[config.mk]
export PLATFORM = sky130hd
export DESIGN_NAME = mult_share_arbiter_flat
export DESIGN_NICKNAME = d
export VERILOG_FILES = /design/src/rtl/mult_share_arbiter_if.sv /design/src/rtl/mult_share_arbiter.sv /design/src/flat_wrapper.sv
export SDC_FILE = /design/constraint.sdc
export NUM_CORES = 1
export LEC_CHECK = 0
export CAP_MARGIN = 20
export CORE_MARGIN = 5
export CORE_UTILIZATION = 50
export DETAILED_ROUTE_END_ITERATION = 10
export PLACE_DENSITY_LB_ADDON = 0.12
export REMOVE_ABC_BUFFERS = 1
export SLEW_MARGIN = 10
export SYNTH_ARGS = -nofsm -noshare
export SYNTH_HDL_FRONTEND = slang
export SYNTH_SLANG_ARGS = --single-unit
[constraint.sdc]
create_clock -name clk -period 21.8 [get_ports clk]
set_input_delay 5.45 -clock clk [delete_from_list [all_inputs] [get_ports clk]]
set_output_delay 5.45 -clock clk [all_outputs]
set_load 0.01 [all_outputs]
[src/rtl/mult_share_arbiter_if.sv]
`default_nettype none
// ============================================================================
// Module   : mult_share_arbiter_if
// Purpose  : Requester / response handshake bundle for mult_share_arbiter.
//            slave  = arbiter side, master = issue/writeback side.
// Revision : 1.0
// ============================================================================
interface mult_share_arbiter_if #(
  parameter int W0 = 8,
  parameter int W1 = 8
);
  logic               io_req0_valid;
  logic               io_req0_ready;
  logic [W0-1:0]      io_req0_bits_a;
  logic [W1-1:0]      io_req0_bits_b;
  logic               io_req1_valid;
  logic               io_req1_ready;
  logic [W0-1:0]      io_req1_bits_a;
  logic [W1-1:0]      io_req1_bits_b;
  logic               io_resp_valid;
  logic               io_resp_ready;
  logic [W0+W1-1:0]   io_resp_bits_prod;
  logic               io_resp_bits_id;
  logic               io_busy;

  modport slave (
    input  io_req0_valid, io_req0_bits_a, io_req0_bits_b,
    input  io_req1_valid, io_req1_bits_a, io_req1_bits_b,
    input  io_resp_ready,
    output io_req0_ready, io_req1_ready,
    output io_resp_valid, io_resp_bits_prod, io_resp_bits_id, io_busy
  );

  modport master (
    output io_req0_valid, io_req0_bits_a, io_req0_bits_b,
    output io_req1_valid, io_req1_bits_a, io_req1_bits_b,
    output io_resp_ready,
    input  io_req0_ready, io_req1_ready,
    input  io_resp_valid, io_resp_bits_prod, io_resp_bits_id, io_busy
  );
endinterface
`default_nettype wire

[src/rtl/mult_share_arbiter.sv]
`default_nettype none
// ============================================================================
// Module   : PartialProductMultiplier
// Purpose  : Carry-save multiplier. Returns product as a redundant pair
//            (out0 + out1 == a*b modulo 2^(W0+W1+2)); tc selects signed mode.
// Revision : 1.0
// ============================================================================
module PartialProductMultiplier #(
  parameter int W0 = 8,
  parameter int W1 = 8
) (
  input  logic [W0-1:0]      a,
  input  logic [W1-1:0]      b,
  input  logic               tc,
  output logic [W0+W1+1:0]   out0,
  output logic [W0+W1+1:0]   out1
);
  localparam int PW = W0 + W1 + 2;

  logic [PW-1:0] a_ext;
  logic [PW-1:0] b_ext;
  logic [PW-1:0] sum;
  logic [PW-1:0] carry;
  logic [PW-1:0] pp;
  logic [PW-1:0] nsum;

  // Extend operands to full width, then fold every partial product into a
  // 3:2 carry-save accumulator; modular arithmetic keeps the signed result exact.
  always_comb begin
    a_ext = {{(PW-W0){tc & a[W0-1]}}, a};
    b_ext = {{(PW-W1){tc & b[W1-1]}}, b};
    sum   = '0;
    carry = '0;
    pp    = '0;
    nsum  = '0;
    for (int i = 0; i < PW; i++) begin
      pp    = b_ext[i] ? (a_ext << i) : '0;
      nsum  = sum ^ carry ^ pp;
      carry = ((sum & carry) | (sum & pp) | (carry & pp)) << 1;
      sum   = nsum;
    end
    out0 = sum;
    out1 = carry;
  end
endmodule

// ============================================================================
// Module   : mult_share_arbiter
// Purpose  : Round-robin share of one carry-save multiplier between two
//            requesters; two-stage pipeline with full back-pressure.
// Revision : 1.0
// ============================================================================
module mult_share_arbiter #(
  parameter int W0 = 8,
  parameter int W1 = 8
) (
  input  logic                 clk,
  input  logic                 reset,
  mult_share_arbiter_if.slave  io
);
  localparam int PW = W0 + W1 + 2;

  logic          v1, v2, last, id1, id2;
  logic [W0-1:0] a1;
  logic [W1-1:0] b1;
  logic [PW-1:0] p0, p1, mo0, mo1;
  logic          s1_ready, s2_ready, grant0, grant1, grant_any;

  PartialProductMultiplier #(.W0(W0), .W1(W1)) u_mult (
    .a    (a1),
    .b    (b1),
    .tc   (1'b1),
    .out0 (mo0),
    .out1 (mo1)
  );

  // Ready chain: each stage may load when it is empty or its successor drains.
  assign s2_ready = !v2 | io.io_resp_ready;
  assign s1_ready = !v1 | s2_ready;

  // Round-robin: on contention the requester that did not win last time goes.
  assign grant0    = io.io_req0_valid & (!io.io_req1_valid | last);
  assign grant1    = io.io_req1_valid & (!io.io_req0_valid | !last);
  assign grant_any = grant0 | grant1;

  // Handshake outputs are forced idle while reset is asserted.
  assign io.io_req0_ready     = s1_ready & grant0 & !reset;
  assign io.io_req1_ready     = s1_ready & grant1 & !reset;
  assign io.io_resp_valid     = v2 & !reset;
  assign io.io_resp_bits_prod = (W0+W1)'(p0 + p1);
  assign io.io_resp_bits_id   = id2;
  assign io.io_busy           = (v1 | v2) & !reset;

  // Pipeline stages and arbitration pointer; data registers need no reset.
  always_ff @(posedge clk) begin
    if (reset) begin
      v1   <= 1'b0;
      v2   <= 1'b0;
      last <= 1'b1;
    end else begin
      if (s2_ready) begin
        v2  <= v1;
        p0  <= mo0;
        p1  <= mo1;
        id2 <= id1;
      end
      if (s1_ready) begin
        v1  <= grant_any;
        a1  <= grant1 ? io.io_req1_bits_a : io.io_req0_bits_a;
        b1  <= grant1 ? io.io_req1_bits_b : io.io_req0_bits_b;
        id1 <= grant1;
        if (grant_any) begin
          last <= grant1;
        end
      end
    end
  end
endmodule
`default_nettype wire

[src/flat_wrapper.sv]
// flat-port wrapper written by rule: the top's interface ports become plain ports
module mult_share_arbiter_flat 
#(
  parameter int W0 = 8,
  parameter int W1 = 8
)
  (clk, reset, io_io_req0_valid, io_io_req0_bits_a, io_io_req0_bits_b, io_io_req1_valid, io_io_req1_bits_a, io_io_req1_bits_b, io_io_resp_ready, io_io_req0_ready, io_io_req1_ready, io_io_resp_valid, io_io_resp_bits_prod, io_io_resp_bits_id, io_io_busy);
  mult_share_arbiter_if #(.W0(W0), .W1(W1)) io_i ();
  input  logic clk;
  input  logic reset;
  input wire logic [$bits(io_i.io_req0_valid)-1:0] io_io_req0_valid;
  input wire logic [$bits(io_i.io_req0_bits_a)-1:0] io_io_req0_bits_a;
  input wire logic [$bits(io_i.io_req0_bits_b)-1:0] io_io_req0_bits_b;
  input wire logic [$bits(io_i.io_req1_valid)-1:0] io_io_req1_valid;
  input wire logic [$bits(io_i.io_req1_bits_a)-1:0] io_io_req1_bits_a;
  input wire logic [$bits(io_i.io_req1_bits_b)-1:0] io_io_req1_bits_b;
  input wire logic [$bits(io_i.io_resp_ready)-1:0] io_io_resp_ready;
  output wire logic [$bits(io_i.io_req0_ready)-1:0] io_io_req0_ready;
  output wire logic [$bits(io_i.io_req1_ready)-1:0] io_io_req1_ready;
  output wire logic [$bits(io_i.io_resp_valid)-1:0] io_io_resp_valid;
  output wire logic [$bits(io_i.io_resp_bits_prod)-1:0] io_io_resp_bits_prod;
  output wire logic [$bits(io_i.io_resp_bits_id)-1:0] io_io_resp_bits_id;
  output wire logic [$bits(io_i.io_busy)-1:0] io_io_busy;
  assign io_i.io_req0_valid = io_io_req0_valid;
  assign io_i.io_req0_bits_a = io_io_req0_bits_a;
  assign io_i.io_req0_bits_b = io_io_req0_bits_b;
  assign io_i.io_req1_valid = io_io_req1_valid;
  assign io_i.io_req1_bits_a = io_io_req1_bits_a;
  assign io_i.io_req1_bits_b = io_io_req1_bits_b;
  assign io_i.io_resp_ready = io_io_resp_ready;
  assign io_io_req0_ready = io_i.io_req0_ready;
  assign io_io_req1_ready = io_i.io_req1_ready;
  assign io_io_resp_valid = io_i.io_resp_valid;
  assign io_io_resp_bits_prod = io_i.io_resp_bits_prod;
  assign io_io_resp_bits_id = io_i.io_resp_bits_id;
  assign io_io_busy = io_i.io_busy;
  mult_share_arbiter #(.W0(W0), .W1(W1)) u_core (.clk(clk), .reset(reset), .io(io_i));
endmodule
# Word-level counts from Yosys, hierarchy flattened
# Index checks and enable logic that the tools add are counted.
# word_totals
ff_bits,52
in_bits,37
out_inout_bits,21
word_cells,166
# op_classes
n_addsub,1
n_mux,18
bitwise,129
reduce_logical,9
# ops
operator,n
bitwise AND 15 bit,45
bitwise XOR 16 bit,31
OR 15 bit,32
two-way mux 16 bit,16
"bitwise AND 15 x 1 -> 15 bit, second input constant",3
"bitwise XOR 16 x 1 -> 16 bit, second input constant",2
adder 16 bit,1
two-way mux 8 bit,2
"bitwise AND 15 bit, second input constant",1
bitwise AND 1 bit,8
zero test 1 bit,6
OR 1 bit,6
AND reduction 2 bit,3
inverter 1 bit,1

# Depth between registers and ports, before layout
# depth
depth_word,50
ltp_mapped,26
depth_no_buf,25

# By module
# A second synthesis with hierarchy kept.
# unflattened
cells_unflattened,496
area_unflattened_um2,5763.0
# by_module_without_submodules
module,instances,cells_each,area_each_um2,seq_area_each_um2
PartialProductMultiplier,1,313,3181.8,0.0
mult_share_arbiter,1,183,2581.2,1561.5

# Worst setup path after synthesis
# OpenSTA, ideal clock, no wires.
# synth_timing
kind,input port to output port
start,input io_io_resp_ready
end,output io_io_req0_ready
t_arrival_ns,6.803
required_time_ns,16.350
slack_ns,9.547
cell_stages,3
n_path_buf,0
path_cell_list,nor2b_1 -> a21oi_1 -> and3b_1
# synth_between
elab_chain_len,4
# synth_rtl
item,line,rtl
start: declaration,flat_wrapper.sv:17,input wire logic [$bits(io_i.io_resp_ready)-1:0] io_io_resp_ready;
OR 1 bit,mult_share_arbiter.sv:78,assign s2_ready = !v2 | io.io_resp_ready;
OR 1 bit,mult_share_arbiter.sv:79,assign s1_ready = !v1 | s2_ready;
bitwise AND 1 bit (2 in series),mult_share_arbiter.sv:87,assign io.io_req0_ready = s1_ready & grant0 & !reset;
end: declaration,flat_wrapper.sv:18,output wire logic [$bits(io_i.io_req0_ready)-1:0] io_io_req0_ready;
# No other way between the ends.

# Final worst setup path
# layout_timing
start,input reset
end,output io_io_req0_ready
# layout_between
elab_chain_len,2
# layout_rtl
item,line,rtl
start: declaration,flat_wrapper.sv:10,input logic reset;
zero test 1 bit,mult_share_arbiter.sv:87,
bitwise AND 1 bit,mult_share_arbiter.sv:87,
# No other way between the ends.

==> flow_summary.json <==
{
  "finalSetupViolations": 0,
  "via_per_inst": 4.74,
  "cp_data_arrival_time_ns": 7.58,
  "mostFrequentLayoutCells": "75 x fa_1, 66 x inv_1, 57 x clkdlybuf4s50_1",
  "clock_latency_ns": 0.30,
  "area_growth_pct": 21.0,
  "ys_ff_latch": 37,
  "drv_slew": 0,
  "fp.coreArea_um2": 7290,
  "h-tree-depth": 2,
  "cts_resized": 0,
  "initial_core_util_pct": 51.9,
  "cts_root_buffer": "clkbuf_8",
  "grt_pass1_vias": 2339,
  "outcome": "finished, final reports clean",
  "worst_setup_path_start_kind": "primary input",
  "grt_start_max_net_pins": 20,
  "hold_viol": 0,
  "routed_wl_um": 5790,
  "routedWlPerCell_um": 12.3,
  "antenna_left": 0,
  "maxCapViolCount": 0,
  "port_buffers": 57,
  "required_ns": 16.35,
  "die_w_um": 97.0,
  "drt_iter0_markers": 44,
  "drcViolationCount": 0,
  "cts_tree": "built",
  "synth_seq_area_share_pct": 28.6,
  "clock.fmax_ghz": 0.0768,
  "ys_types": 24,
  "synth_area_um2": 3780,
  "core.rowCount": 31,
  "nNetsFinal": 491,
  "clk_pin_slew_ns": 0.08,
  "worst_pin_slew_ns": 0.677,
  "cts_made_buffers": 5,
  "slew_headroom_pct": 54.9,
  "clock_sinks": 37,
  "layout_commonest_cell": "fa_1",
  "hold_class": "reg -> reg",
  "cts.path.max_buffers": 2,
  "diodes": 0,
  "postCtsSetupBuffers": 0,
  "yosys_warnings": 0,
  "fin_crit_ns": 13.03,
  "overflow": 0,
  "multi_input_area_um2": 2390,
  "postSynthCellCount": 313,
  "via_count": 2226,
  "fillers": 623,
  "ff_latch_area_um2": 1080,
  "io_pins": 58,
  "grt_antenna_before_repair": 0,
  "fin_worst_skew_ns": 0.0134,
  "drive_gt1_share_pct": 9.43,
  "dpl.hpwl_um": 4900,
  "crit_type": "in -> out",
  "end_kind": "output port",
  "first_pass_iters": 4,
  "routabilityCongestion": 0.767,
  "critPathMaxFanout": 13,
  "period_share_pct": 59.8,
  "die-area_um2": 9400,
  "fp.dieH_um": 97.0,
  "cts_hold_buf": 0,
  "tns_ns": 0,
  "grtUsageTotal_pct": 13.4,
  "grt_pass1_wl_um": 10500,
  "grt_setup_unrepaired": "false",
  "synth_area_per_cell_um2": 12.1
}
metal layers:
layer,GRT usage (%),wire (um),vias up
met5,0,0,-
met4,3.35,70,0
met3,2.73,227,6
met2,23.7,3040,37
met1,16.7,2450,1136
li1,-,-,1047
kinds of logic (layout without fill, tap and decap cells):
kind of cell / Yosys count / in the layout / synth area share (%)
buffers and inverters: 76 / 134 / 8.14
and+or+nand+nor: 79 / 79 / 10.9
xor gates and xnor gates: 14 / 14 / 3.81
DFF: 37 / 37 / 28.6
AOI/OAI and AO/OA: 7 / 7 / 1.09
muxes: 16 / 16 / 4.76
adders and majority gates: 84 / 84 / 42.7
per-stage QoR:
step,util [%],instances,hold slack [ns],cell area (um2),setup slack [ns]
2_1_floorplan,-,303,0.400,3720,9.55
3_3_place_gp,60.9,462,0.414,4440,8.81
3_5_place_dp,60.9,462,0.410,4440,8.76
4_1_cts,62.7,470,0.430,4580,8.75
5_1_grt,62.7,470,0.445,4580,8.64
6_report,62.7,470,0.428,4580,8.77
cell usage after synthesis (all sizes together):
master	instances	share of area, %
a21boi	1	0.20
a21oi	4	0.53
a31oi	1	0.17
and2	38	6.5
and3	1	0.17
and3b	1	0.23
buf	8	1.4
clkbuf	2	0.20
dfxtp	3	1.6
edfxtp	34	27
fa	75	40
ha	9	3.0
inv	66	6.6
mux2	16	4.8
nand2	30	3.0
nor2	7	0.70
nor2b	2	0.33
o21bai	1	0.20
xnor2	8	2.1
xnor3	1	0.60
xor2	5	1.2
state kept, by name (all words and copies together), names as in the netlist:
signal                     count
u_core.a1                      8
u_core.v2                      1
u_core.p0                     16
u_core.io.io_resp_bits_id      1
u_core.last                    1
u_core.b1                      8
u_core.id1                     1
u_core.v1                      1
critical path, cell delays in order:
cell	delay [ns]
clkdlybuf4s50_1	0.51
a21oi_1	0.58
buf_4	0.32
and3b_1	0.17
clkdlybuf4s50_1	0.53
area by class of cell:
cell class | count | area share [%]
flip-flops and latches | 37 | 23.6
clock buffers | 5 | 1.50
repair buffers | 60 | 13.0
multi-input cells | 200 | 52.3
well taps | 99 | 2.71
clock inverters | 3 | 1.50
inverters | 66 | 5.41
path summary, 6_finish.rpt:
path | start | endpoint | slack [ns] | cells past startpoint
worst max-delay path | reset | io_io_req0_ready | 8.77 | 5
worst min-delay path | u_core.id1 | u_core.io.io_resp_bits_id | 0.43 | 0
worst max register to register | u_core.a1[7] | u_core.p0[15] | 13.21 | 23
worst min register to register | u_core.id1 | u_core.io.io_resp_bits_id | 0.43 | 0
Power is not shown: default switching activity piles up to over one toggle a cycle in this logic, so the estimate is an artifact.
